--- config.mk ---
export PLATFORM = sky130hd
export DESIGN_NAME = mod_writeback_stage
export DESIGN_NICKNAME = d
export VERILOG_FILES = /design/src/rtl/mod_writeback_stage.sv
export SDC_FILE = /design/constraint.sdc
export NUM_CORES = 1
export LEC_CHECK = 0
export ABC_AREA = 1
export ABC_CLOCK_PERIOD_IN_PS = 2350
export BUFFER_PORTS_ARGS = -buffer_cell sky130_fd_sc_hd__clkbuf_2
export CAP_MARGIN = 20
export CORE_MARGIN = 2
export CORE_UTILIZATION = 49
export DETAILED_ROUTE_END_ITERATION = 6
export GPL_TIMING_DRIVEN = 1
export PLACE_DENSITY = 0.81
export SKIP_CTS_REPAIR_TIMING = 1
export SYNTH_ARGS = -nofsm -noshare
export SYNTH_HDL_FRONTEND = slang
export SYNTH_SLANG_ARGS = --single-unit
--- constraint.sdc ---
create_clock -name clk -period 2.35 [get_ports clk]
set_input_delay 0.705 -clock clk [delete_from_list [all_inputs] [get_ports clk]]
set_output_delay 0.705 -clock clk [all_outputs]
set_load 0.02 [all_outputs]
--- src/rtl/mod_writeback_stage.sv ---
// Writeback stage: load extraction, register-file write/bypass, halt drain/dump FSM; write is combinational from the WB register, hold stalls it.
// Optional retired-instruction counter is compiled in with WB_RETIRE_COUNT_EN.
module mod_writeback_stage #(
  parameter int unsigned DRAIN_CYCLES = 2
) (
  input  logic        clk,
  input  logic        reset,
  input  logic        hold,
  input  logic        in_valid,
  input  logic        in_reg_write,
  input  logic        in_mem_to_reg,
  input  logic        in_halt,
  input  logic [31:0] in_pc,
  input  logic [31:0] in_alu_result,
  input  logic [4:0]  in_rd,
  input  logic [1:0]  in_addr_lo,
  input  logic [2:0]  in_load_type,
  input  logic [31:0] mem_read_data,
  output logic [4:0]  write_address,
  output logic [31:0] write_data,
  output logic        write,
  output logic        fwd_valid,
  output logic [4:0]  fwd_address,
  output logic [31:0] fwd_data,
  output logic [31:0] pc,
  output logic        dump_all,
  output logic        halted,
  output logic [31:0] retire_count
);

  typedef enum logic [1:0] {RUN, DRAIN, DUMP, HALTED} state_t;

  localparam logic [3:0] LP_DRAIN = 4'(DRAIN_CYCLES);

  state_t      r_state, w_state_nxt;
  logic [3:0]  r_drain_cnt;
  logic [31:0] r_halt_pc;

  logic        r_wb_valid, r_wb_reg_write, r_wb_mem_to_reg, r_wb_halt;
  logic [31:0] r_wb_pc, r_wb_alu_result;
  logic [4:0]  r_wb_rd;
  logic [1:0]  r_wb_addr_lo;
  logic [2:0]  r_wb_load_type;

  logic        w_run, w_halt_take, w_dump;
  logic [7:0]  w_byte;
  logic [15:0] w_half;
  logic [31:0] w_load_val;

  always_ff @(posedge clk) begin
    if (!reset) begin
      r_wb_valid      <= 1'b0;
      r_wb_reg_write  <= 1'b0;
      r_wb_mem_to_reg <= 1'b0;
      r_wb_halt       <= 1'b0;
      r_wb_pc         <= '0;
      r_wb_alu_result <= '0;
      r_wb_rd         <= '0;
      r_wb_addr_lo    <= '0;
      r_wb_load_type  <= '0;
    end else if (!hold) begin
      r_wb_valid      <= in_valid;
      r_wb_reg_write  <= in_reg_write;
      r_wb_mem_to_reg <= in_mem_to_reg;
      r_wb_halt       <= in_halt;
      r_wb_pc         <= in_pc;
      r_wb_alu_result <= in_alu_result;
      r_wb_rd         <= in_rd;
      r_wb_addr_lo    <= in_addr_lo;
      r_wb_load_type  <= in_load_type;
    end
  end

  always_ff @(posedge clk) begin
    if (!reset) r_state <= RUN;
    else        r_state <= w_state_nxt;
  end

  always_comb begin
    w_state_nxt = r_state;
    w_run       = 1'b0;
    w_halt_take = 1'b0;
    w_dump      = 1'b0;
    case (r_state)
      RUN: begin
        w_run       = 1'b1;
        w_halt_take = r_wb_valid & r_wb_halt & ~hold;
        if (w_halt_take) w_state_nxt = DRAIN;
      end
      // Leave on the edge that takes the counter from 1 to 0.
      DRAIN:   if (!hold && r_drain_cnt <= 4'd1) w_state_nxt = DUMP;
      DUMP: begin
        w_dump      = 1'b1;
        w_state_nxt = HALTED;
      end
      default: w_state_nxt = HALTED;
    endcase
  end

  always_ff @(posedge clk) begin
    if (!reset) begin
      r_drain_cnt <= '0;
      r_halt_pc   <= '0;
    end else if (w_halt_take) begin
      r_drain_cnt <= LP_DRAIN;
      r_halt_pc   <= r_wb_pc;
    end else if (r_state == DRAIN && !hold) begin
      r_drain_cnt <= r_drain_cnt - 4'd1;
    end
  end

  always_comb begin
    w_byte = 8'h00;
    case (r_wb_addr_lo)
      2'd0:    w_byte = mem_read_data[7:0];
      2'd1:    w_byte = mem_read_data[15:8];
      2'd2:    w_byte = mem_read_data[23:16];
      default: w_byte = mem_read_data[31:24];
    endcase
    w_half = r_wb_addr_lo[1] ? mem_read_data[31:16] : mem_read_data[15:0];
    case (r_wb_load_type)
      3'b001:  w_load_val = {{24{w_byte[7]}}, w_byte};
      3'b010:  w_load_val = {24'h0, w_byte};
      3'b011:  w_load_val = {{16{w_half[15]}}, w_half};
      3'b100:  w_load_val = {16'h0, w_half};
      default: w_load_val = mem_read_data;
    endcase
  end

  // The halt itself never writes, even when it carries reg_write.
  assign write         = r_wb_valid & r_wb_reg_write & ~r_wb_halt & (r_wb_rd != 5'd0) & ~hold & w_run;
  assign write_address = r_wb_rd;
  assign write_data    = r_wb_mem_to_reg ? w_load_val : r_wb_alu_result;
  assign fwd_valid     = write;
  assign fwd_address   = write_address;
  assign fwd_data      = write_data;
  assign pc            = w_run ? r_wb_pc : r_halt_pc;
  assign dump_all      = w_dump;
  assign halted        = (r_state == HALTED);

`ifdef WB_RETIRE_COUNT_EN
  logic [31:0] r_retire_cnt;
  always_ff @(posedge clk) begin
    if (!reset)                            r_retire_cnt <= '0;
    else if (r_wb_valid && !hold && w_run) r_retire_cnt <= r_retire_cnt + 32'd1;
  end
  assign retire_count = r_retire_cnt;
`else
  assign retire_count = 32'h0;
`endif

endmodule
## After elaboration in Yosys (flattened, before gate mapping)

Cells that the tools add are included.

- Logic and storage cells: 58
- Register bits after elaboration: 116
- Input port bits: 113

- Add/subtract/negate cells: 1
- Magnitude comparators: 1
- Muxes and demuxes: 13
- Bitwise logic cells: 10
- Reduce and logical (&&, ||, !) cells: 9
- Equal/unequal tests: 11

Operators by type and width:

| operator | count |
|---|---|
| 32-bit one-hot mux with 4 select lines | 1 |
| 32-bit two-way mux | 2 |
| 8-bit one-hot mux with 3 select lines | 1 |
| 16-bit two-way mux | 1 |
| 2-bit two-way mux | 4 |
| 1-bit bitwise AND | 7 |
| 2-bit == test (second input constant) | 3 |
| 3-bit by 2-bit == test with 1-bit output (second input constant) | 2 |
| 5-bit nonzero test | 1 |
| 2-bit by 1-bit == test with 1-bit output (second input constant) | 2 |
| 4-bit by 1-bit <= comparator with 1-bit output (second input constant) | 1 |
| 2-bit logical NOT | 2 |
| 2-bit != test (second input constant) | 2 |
| 2-bit one-hot mux with 2 select lines | 1 |
| 4-bit by 1-bit subtractor with 4-bit output (second input constant) | 1 |
| 3-bit by 1-bit == test with 1-bit output (second input constant) | 1 |
| 3-bit == test (second input constant) | 1 |
| 1-bit two-way mux | 3 |
| 1-bit NOT | 3 |
| 1-bit logical AND | 2 |
| 2-bit AND reduction | 1 |
| 2-bit nonzero test | 1 |
| 2-bit OR reduction | 1 |
| 1-bit logical NOT | 1 |

## Depth between registers and ports, before layout

Gate-level depths: netlist of the first run.

- Word-level depth: 5
- Gate-level depth with buffers: 10
- Depth with buffers taken out: 9

## Worst setup path before layout of the first run

Ideal clock, no wire load.

- Path kind: input port to output port
- From: input port hold
- To: output port write
- Arrival: 1.995 ns
- Cell stages on the path: 6
- Slack: -0.350 ns
- Path through: buf_4 > inv_1 > buf_2 > nand4_1 > a211oi_1 > buf_4

- Word-level cells in the longest chain between the ends: 3

RTL lines:

| what | line | source |
|---|---|---|
| from (decl) | 8 | `input logic hold,` |
| 1-bit NOT | 131 | `assign write = r_wb_valid & r_wb_reg_write & ~r_wb_halt & (r_wb_rd != 5'd0) & ~hold & w_run;` |
| 1-bit bitwise AND (2 in series) | 131 |  |
| to (decl) | 21 | `output logic write,` |

No other way between the ends.

## Worst setup path in the final report of the first run

- From: register r_wb_load_type[0]
- To: output port fwd_data[18]

- Word-level cells in the longest chain between the ends: 3
- Elaborated cells between the ends (all ways): 6

RTL lines:

| what | line | source |
|---|---|---|
| from (decl) | 43 | `logic [2:0] r_wb_load_type;` |
| from (signal assigned) | 70 | `r_wb_load_type <= in_load_type;` |
| 3-bit == test (tied with other cells) | 121 | `case (r_wb_load_type)` |
| 32-bit one-hot mux with 4 select lines (*) | 121 |  |
| 32-bit two-way mux (*) | 133 | `assign write_data = r_wb_mem_to_reg ? w_load_val : r_wb_alu_result;` |
| to (decl) | 24 | `output logic [31:0] fwd_data,` |

Mark *: on every way between the ends. The rest lies on a longest branch, timed or not.

==> results of run 1 <==
[kinds of logic after synthesis]
| logic type | synth area share, % |
|---|---|
| DFF | 37.0 |
| AOI/OAI and AO/OA | 17.0 |
| buffers and inverters | 16.8 |
| other | 0.0597 |
| adders and majority gates | 0.398 |
| and+or+nand+nor | 28.8 |
[final timing paths]
path	cells past startpoint	startpoint	to	slack, ps
max	11	r_wb_load_type[0]$_SDFFE_PN0N_	fwd_data[18]	-250
min	2	r_halt_pc[1]$_SDFFE_PN0P_	r_halt_pc[1]$_SDFFE_PN0P_	450
max reg2reg	8	r_state[0]$_SDFFE_PN0P_	r_drain_cnt[1]$_SDFFE_PN0P_	730
min reg2reg	2	r_halt_pc[1]$_SDFFE_PN0P_	r_halt_pc[1]$_SDFFE_PN0P_	450
[critical path: stages (launching register included)]
cell and delay (ps):
dfxtp_4 370, nor2_2 130, nand2_1 70, nand2_2 100
nor2_4 40, buf_12 130, clkbuf_16 150, nand2_1 60
nand2_1 50, nor2_1 170, nor2_2 90, buf_6 140
[routing by layer]
layer	up-vias	track usage (%)	part of all wire, %
met5	-	0	0
met4	0	7.84	2.0
met3	34	5.46	7.8
met2	319	41.6	50
met1	3041	30.8	40
li1	3395	-	-
[layout make-up]
| cell class | instances | area [um2] |
|---|---|---|
| inverters | 72 | 283 |
| well taps | 172 | 215 |
| flip-flops and latches | 116 | 2340 |
| clock buffers | 18 | 429 |
| clock inverters | 14 | 165 |
| multi-input cells | 701 | 3360 |
| fillers | 1104 | 4000 |
| repair buffers | 262 | 1760 |
[stage by stage]
step                instances  instance area, um2  hold WS, ps  power (mW)
floorplan                1017                6630          425        3.22
global route             1355                8560          477        6.58
finish                   1355                8560          446        6.29
global placement         1310                7410          433        3.52
detailed placement       1310                7410          441        3.53
CTS                      1342                8010          450        6.11
[placed cells by master, fill, tap and decap left out, types with 3 or more instances in the layout]
| master | instances |
|---|---|
| clkbuf_2 | 163 |
| nand3_1 | 37 |
| buf_12 | 7 |
| o21ai_0 | 132 |
| a21oi_1 | 51 |
| conb_1 | 32 |
| nor2_1 | 183 |
| inv_1 | 65 |
| inv_6 | 8 |
| nor2_4 | 23 |
| buf_2 | 14 |
| inv_2 | 4 |
| dfxtp_1 | 109 |
| nand2_2 | 18 |
| buf_4 | 52 |
| o21ai_1 | 24 |
| nor2_2 | 9 |
| nand3_2 | 6 |
| buf_6 | 22 |
| clkbuf_16 | 21 |
| dfxtp_4 | 5 |
| a21oi_2 | 3 |
| nand2_1 | 168 |
[power by group through the flow]
stage / logic (mW) / clock network (mW) / registers [mW]
finish: 1.56 / 2.58 / 2.15
detailed placement: 1.35 / 0 / 2.19
global placement: 1.33 / 0 / 2.18
global route: 1.70 / 2.72 / 2.16
CTS: 1.35 / 2.61 / 2.14
floorplan: 1.04 / 0 / 2.18
==> results_dict.tcl, run 1 <==
set metrics [dict create \
    cts.sinks 116 \
    clock_latency_ps 400 \
    ys_top_cells_by_area "dfxtp_1 37%, nor2_1 13%, o21ai_0 11%" \
    num_rows 41 \
    drv_slew 0 \
    power_switching_mw 2.01 \
    finalSetupTns_ps -11880 \
    nNetsFinal 1285 \
    skew_ps 9.00 \
    swShare_pct 32.0 \
    drive_above_1_share_pct 31.9 \
    die_h_um 117 \
    hold_violations 0 \
    syn_area_um2 6280 \
    postSynthAreaPerCell_um2 6.37 \
    cts-root-buf "clkbuf_16" \
    fin_crit_sh_pct 111 \
    firstDrtPassIters 5 \
    via_count 6789 \
    leakage_nw 4.18 \
    synthDistinctLibCells 27 \
    yosysTopAreaCell "dfxtp_1" \
    viasPerCell 5.01 \
    hold_path_class "register to register" \
    syn_to_final_growth_pct 36.4 \
    synth_warnings 0 \
    die_width_um 117 \
    powerDensity_nw_per_um2 734 \
    pwr-share-comb_pct 24.8 \
    gp_congestion 0.918 \
    slew_headroom_pct 46.1 \
    htree_levels 4 \
    grt_pass1_wl_um 26200 \
    synth_flop_cell "dfxtp_1" \
    numPortBuffers 222 \
    path_class "register to primary output" \
    violations "negative setup slack" \
    syn_inst 986 \
    critPathMaxFanout 8 \
    drtAntennaViolNets 0 \
    path_clk_slew_ps 50 \
    tightest_slew_ps 808 \
    seqPwrFrac_pct 34.2 \
    synth-edff-count 0 \
    async_reset_ff_share_pct 0 \
    start_util_pct 50.0 \
    setup_violations 64 \
    dp_slack_ps -359 \
    drv_cap 0 \
    clkPwrFrac_pct 41.0 \
    clk_path_buf_depth 2 \
    dieArea_um2 13700 \
    synthTopCellsByCount "213 x nor2_1, 186 x nand2_1, 143 x o21ai_0, 116 x dfxtp_1, 71 x buf_4" \
    ys_ff_latch 116 \
    synth.yosys.seq_area_share_pct 37.0 \
    track_usage_pct 24.4 \
    grt_max_degree 115 \
    synthDominantCellAreaShare_pct 37.0 \
    hpwl_um 12400 \
    fmax_ghz 0.384 \
    arrival_ps 1900 \
    drc 0 \
    cts_tree "built" \
    drt_wl_total_um 19100 \
    cp-start-kind "register" \
    numCtsBuffers 17 \
    post_drt_wl_per_cell_um 14.1 \
    top_regs "r_halt_pc (32), r_wb_alu_result (32), r_wb_pc (32)" \
    outcome "finished, violations left" \
    io_pins 255 \
    grt_pass1_vias 5515 \
    p_int_mw 4.27 \
    layout_setup_ws_ps -252 \
    coreArea_um2 12600 \
    end_kind "primary output" \
    antenna_found_initial 0 \
    synth_most_common_cell "nor2_1" \
    final_util_pct 68.1 \
    ir_drop_v 0.000591 \
    period_needed_ps 2600 \
    drt_iter0_markers 452 \
    crit_required_ps 1640 \
    grt_setup_unrepaired "yes" \
    grt.overflow.total 0 \
    antenna_cells_inserted 0 \
]
No activity file was read; power rests on OpenSTA's default activity.
==> run 2: changes to the inputs <==
==> constraint.sdc (replaced) <==
create_clock -name clk -period 2.35 [get_ports clk]
set_input_delay 0.705 -clock clk [delete_from_list [all_inputs] [get_ports clk]]
set_output_delay 0.705 -clock clk [all_outputs]
set_load 0.1 [all_outputs]
==> results_dict.tcl, run 2 (synthesis results as in run 1) <==
set metrics [dict create \
    finalSetupTns_ps -21950 \
    gp_congestion 0.936 \
    layout_common_cells "177 x nor2_1, 138 x nand2_1, 121 x clkbuf_2" \
    cts.sinks 116 \
    outcome "finished, violations left" \
    coreArea_um2 12600 \
    grtUsageMet2_pct 51.3 \
    layout_setup_ws_ps -371 \
    leakage_nw 4.89 \
    nNetsFinal 1303 \
    path_cells "nor2_2 -> nand2_2 -> nand2_4 -> nor2_4 -> buf_12 -> nand2_1 -> nand2_1 -> nor2_2 -> nor2_4 -> buf_12" \
    grt_use_met3_pct 7.62 \
    powerDensity_nw_per_um2 829 \
    drive_above_1_share_pct 39.8 \
    fmax_ghz 0.367 \
    fin_crit_sh_pct 116 \
    drv_cap 0 \
    critPathMaxFanout 7 \
    via_count 7736 \
    hold_path_class "register to register" \
    end_kind "primary output" \
    die_width_um 117 \
    ir_drop_v 0.000619 \
    htree_levels 4 \
    clock_latency_ps 410 \
    arrival_ps 2020 \
    viasPerCell 5.63 \
    period_needed_ps 2720 \
    io_pins 255 \
    antenna_found_initial 0 \
    track_usage_pct 29.4 \
    drv_slew 0 \
    grt_max_degree 74 \
    drc 0 \
    antenna_cells_inserted 0 \
    cp-start-kind "register" \
    start_util_pct 50.0 \
    tightest_slew_ps 861 \
    num_rows 41 \
    clk_path_buf_depth 2 \
    r2r_slack_ps 320 \
    final_common_cell "nor2_1" \
    violations "negative setup slack" \
    grt_busiest_layer "met2" \
    drt_iter0_markers 824 \
    stdcell_count 1373 \
    cts_tree "built" \
    grtUsageMet1_pct 34.2 \
    grt_pass1_vias 6605 \
    dp.cells 1313 \
    cp_slowest_stage_delay_ps 390 \
    post_drt_wl_per_cell_um 18.9 \
    path_class "register to primary output" \
    crit_required_ps 1640 \
    die_h_um 117 \
    firstDrtPassIters 6 \
    hpwl_um 14300 \
    skew_ps 10.3 \
    cp_slowest_cell "dfxtp_4" \
    top_regs "r_halt_pc (32), r_wb_alu_result (32), r_wb_pc (32)" \
    grt_pass1_wl_um 31700 \
    path_clk_slew_ps 50 \
    setup_violations 89 \
    hold_violations 0 \
    cts-root-buf "clkbuf_16" \
    drtAntennaViolNets 0 \
    drt_wl_total_um 26000 \
    grt.overflow.total 0 \
    syn_to_final_growth_pct 72.5 \
    numPortBuffers 222 \
    dieArea_um2 13700 \
    slew_headroom_pct 42.6 \
    numCtsBuffers 17 \
    grt_setup_unrepaired "yes" \
]
## run 2: changes by cell type in the layout (fill, tap and decap cells not counted), moves of 11 or more
cell | previous run | this run
o21ai_1 | 24 | 13
o21ai_2 | 0 | 19
o21ai_0 | 132 | 111
clkbuf_2 | 163 | 121
nand2_8 | 2 | 13
buf_6 | 22 | 9
buf_4 | 52 | 30
buf_12 | 7 | 106
o21ai_4 | 0 | 13
buf_2 | 14 | 1
nand2_1 | 168 | 138
nand2_4 | 2 | 14
## run 2: critical path: cells and delay by family, from the launching register on
kind                   cells  cell delay [ps]
DFF                        1              390
and+or+nand+nor            8              860
buffers and inverters      2              360
## run 2: power by group
part           switching [mW]  total (mW)  internal (mW)
Sequential             0.0882        2.17           2.08
Combinational            2.59        3.80           1.21
Clock                   0.968        3.02           2.05
## run 2: per-stage QoR
stage / area (um2) / utilization, % / hold WS [ps] / setup WS, ps / power, mW
CTS: 9950 / 79.2 / 456 / -411 / 8.63
floorplan: 7320 / - / 430 / -629 / 4.82
global route: 10800 / 86.2 / 505 / -444 / 9.22
global placement: 9270 / 73.7 / 441 / -332 / 5.62
detailed placement: 9270 / 73.7 / 448 / -365 / 5.66
finish: 10800 / 86.2 / 480 / -371 / 8.99
## run 2: final cells by class
type | count | area (um2)
Sequential cell | 116 | 2350
Inverter | 72 | 298
Fill cell | 626 | 1730
Clock buffer | 20 | 457
Clock inverter | 12 | 225
Multi-Input combinational cell | 700 | 3940
Tap cell | 172 | 215
Timing Repair Buffer | 281 | 3350
## run 2: final timing paths
kind	end	depth (start not counted)	startpoint
max	write_data[23]	10	r_wb_load_type[0]$_SDFFE_PN0N_
min	r_wb_alu_result[29]$_SDFFE_PN0N_	2	r_wb_alu_result[29]$_SDFFE_PN0N_
max reg2reg	r_halt_pc[6]$_SDFFE_PN0P_	10	r_state[0]$_SDFFE_PN0P_
min reg2reg	r_wb_alu_result[29]$_SDFFE_PN0N_	2	r_wb_alu_result[29]$_SDFFE_PN0N_
## run 2: layer usage
layer | part of all wire [%] | up-vias | wire length (um)
met2 | 51 | 583 | 13200
met1 | 34 | 3592 | 8820
met5 | 0 | - | 0
met3 | 10 | 127 | 2630
met4 | 5.2 | 0 | 1350
li1 | - | 3434 | -
==> run 3: changes to the inputs <==
--- a/config.mk
+++ b/config.mk
@@ -5,7 +5,6 @@
 export SDC_FILE = /design/constraint.sdc
 export NUM_CORES = 1
 export LEC_CHECK = 0
-export ABC_AREA = 1
 export ABC_CLOCK_PERIOD_IN_PS = 2350
 export BUFFER_PORTS_ARGS = -buffer_cell sky130_fd_sc_hd__clkbuf_2
 export CAP_MARGIN = 20
@@ -13,7 +12,7 @@
 export CORE_UTILIZATION = 49
 export DETAILED_ROUTE_END_ITERATION = 6
 export GPL_TIMING_DRIVEN = 1
-export PLACE_DENSITY = 0.81
+export PLACE_DENSITY = 0.8
 export SKIP_CTS_REPAIR_TIMING = 1
 export SYNTH_ARGS = -nofsm -noshare
 export SYNTH_HDL_FRONTEND = slang
==> results_dict.tcl, run 3 <==
set metrics [dict create \
    async_reset_ff_share_pct 0 \
    nNetsFinal 1074 \
    skew_ps 7.04 \
    cts.sinks 116 \
    numCtsBuffers 17 \
    synth_warnings 0 \
    layout_setup_ws_ps -575 \
    slew_headroom_pct 60.8 \
    hold_path_class "register to register" \
    coreArea_um2 13100 \
    firstDrtPassIters 5 \
    antenna_found_initial 0 \
    cts-root-buf "clkbuf_16" \
    drc 0 \
    hold_violations 0 \
    top_regs "r_halt_pc (32), r_wb_alu_result (32), r_wb_pc (32)" \
    via_count 6183 \
    synth_most_common_cell "dfxtp_1" \
    grt_max_degree 81 \
    postSynthAreaPerCell_um2 8.97 \
    hpwl_um 14300 \
    syn_area_um2 6500 \
    track_usage_pct 26.6 \
    cp_common_cell "buf_4" \
    die_width_um 119 \
    num_rows 42 \
    crit_required_ps 1640 \
    crit_buf_inv 4 \
    p_int_mw 5.23 \
    layout_common_cells "122 x clkbuf_2, 107 x buf_12, 104 x dfxtp_1" \
    io_pins 255 \
    synthDominantCellAreaShare_pct 35.7 \
    leakage_nw 4.82 \
    die_h_um 119 \
    syn_inst 724 \
    ys_top_cells_by_area "dfxtp_1 36%, mux2i_1 15%, buf_4 8.9%" \
    post_drt_wl_per_cell_um 19.5 \
    numPortBuffers 222 \
    grt_pass1_wl_um 30100 \
    final_common_cell "clkbuf_2" \
    n_fill_cell 707 \
    synth-edff-count 0 \
    drtAntennaViolNets 0 \
    gp_congestion 0.913 \
    path_cells "buf_4 -> buf_4 -> buf_6 -> mux2i_1 -> o21ai_0 -> a21oi_2 -> o2bb2ai_4 -> buf_12" \
    path_class "register to primary output" \
    start_util_pct 49.6 \
    synth.yosys.seq_area_share_pct 35.7 \
    powerDensity_nw_per_um2 763 \
    finalSetupTns_ps -31220 \
    tightest_slew_ps 589 \
    violations "negative setup slack" \
    power_switching_mw 3.11 \
    drt_wl_total_um 22400 \
    arrival_ps 2220 \
    cp_slowest_stage_delay_ps 350 \
    setup_violations 98 \
    grt_setup_unrepaired "yes" \
    drv_cap 0 \
    grt_pass1_vias 6023 \
    fin_crit_sh_pct 124 \
    grt.overflow.total 0 \
    clk_path_buf_depth 2 \
    syn_to_final_growth_pct 68.3 \
    synth_flop_cell "dfxtp_1" \
    synthTopCellsByCount "116 x dfxtp_1, 100 x mux2i_1, 91 x nand2_1, 84 x nor2b_1, 77 x buf_4" \
    outcome "finished, violations left" \
    clkPwrFrac_pct 36.0 \
    critPathMaxFanout 7 \
    clock_latency_ps 400 \
    htree_levels 4 \
    pwr-share-comb_pct 38.5 \
    yosysTopAreaCell "dfxtp_1" \
    synthDistinctLibCells 44 \
    path_clk_slew_ps 60 \
    holdWs_ps 466 \
    cp_slowest_cell "dfxtp_2" \
    cp_top_family "buffers and inverters" \
    swShare_pct 37.3 \
    cp-start-kind "register" \
    antenna_cells_inserted 0 \
    dieArea_um2 14200 \
    ys_ff_latch 116 \
    drt_iter0_markers 401 \
    end_kind "primary output" \
    viasPerCell 5.39 \
    drv_slew 0 \
    cts_tree "built" \
    drive_above_1_share_pct 45.5 \
    seqPwrFrac_pct 25.5 \
    period_needed_ps 2920 \
    ir_drop_v 0.000557 \
    fmax_ghz 0.342 \
]
run 3: cell count changes in the layout (fill, tap and decap cells not counted), moves of 32 or more:
| cell | previous run | this run |
|---|---|---|
| nor2b_1 | 0 | 80 |
| nor2_1 | 177 | 33 |
| mux2_4 | 0 | 32 |
| inv_1 | 63 | 3 |
| mux2i_1 | 0 | 99 |
| nand2_1 | 138 | 90 |
| a21oi_1 | 48 | 4 |
| a21boi_0 | 0 | 32 |
| o21ai_0 | 111 | 11 |
run 3: path summary, 6_finish.rpt:
kind	from	end	slack, ps	depth (start not counted)
setup / recovery	r_wb_addr_lo[1]$_SDFFE_PN0N_	fwd_data[10]	-570	8
hold reg to reg	r_halt_pc[25]$_SDFFE_PN0P_	r_halt_pc[25]$_SDFFE_PN0P_	470	2
hold / removal	r_halt_pc[25]$_SDFFE_PN0P_	r_halt_pc[25]$_SDFFE_PN0P_	470	2
setup reg to reg	r_state[0]$_SDFFE_PN0P_	r_halt_pc[8]$_SDFFE_PN0P_	540	7
run 3: final cells by class:
type | count | area, um2 | share of cell area (%)
tap | 176 | 220 | 2.01
multi-input combinational | 520 | 4250 | 38.9
timing repair buffer | 300 | 3400 | 31.1
clock inverter | 11 | 221 | 2.03
sequential | 116 | 2350 | 21.5
inverter | 4 | 18.8 | 0.172
clock buffer | 21 | 470 | 4.30
run 3: per-layer routing:
| metal | vias to the layer above | track usage, % | wire, um |
|---|---|---|---|
| met5 | - | 0 | 0 |
| met4 | 0 | 9.45 | 615 |
| met3 | 51 | 7.90 | 1620 |
| met2 | 282 | 48.6 | 11900 |
| met1 | 3018 | 28.9 | 8310 |
| li1 | 2832 | - | - |
run 3: tightest hold or removal path, stage by stage, from the launching register on:
cell and delay, ps:
dfxtp_1 310, nand2_1 50, a21boi_0 60
run 3: power groups by stage:
stage | Combinational (mW) | Clock [mW] | Sequential (mW)
finish | 3.21 | 3.00 | 2.13
global route | 3.29 | 3.13 | 2.13
CTS | 3.07 | 3.04 | 2.12
detailed placement | 3.06 | 0 | 2.16
global placement | 3.03 | 0 | 2.15
floorplan | 2.32 | 0 | 2.17
run 3: metrics by stage:
stage	utilization, %	cells	power (mW)	setup WS [ps]	instance area, um2
2_1_floorplan	-	755	4.49	-698	7500
3_3_place_gp	74.5	1102	5.18	-479	9750
3_5_place_dp	74.5	1102	5.22	-521	9750
4_1_cts	79.8	1134	8.23	-617	10400
5_1_grt	83.5	1148	8.55	-769	10900
6_report	83.5	1148	8.34	-575	10900
run 3: kinds of logic (layout without fill, tap and decap cells):
kind of cell | count (synthesis) | count (layout) | share of synthesized area, %
AND/OR/NAND/NOR | 227 | 227 | 17.5
multiplexers | 133 | 133 | 21.3
AO/OA/AOI/OAI | 119 | 119 | 12.1
buffers and inverters | 119 | 336 | 11.9
flip-flops | 116 | 116 | 35.7
XOR/XNOR | 7 | 7 | 1.06
adder cells (fa/ha/maj) | 2 | 2 | 0.385
other | 1 | 32 | 0.0577
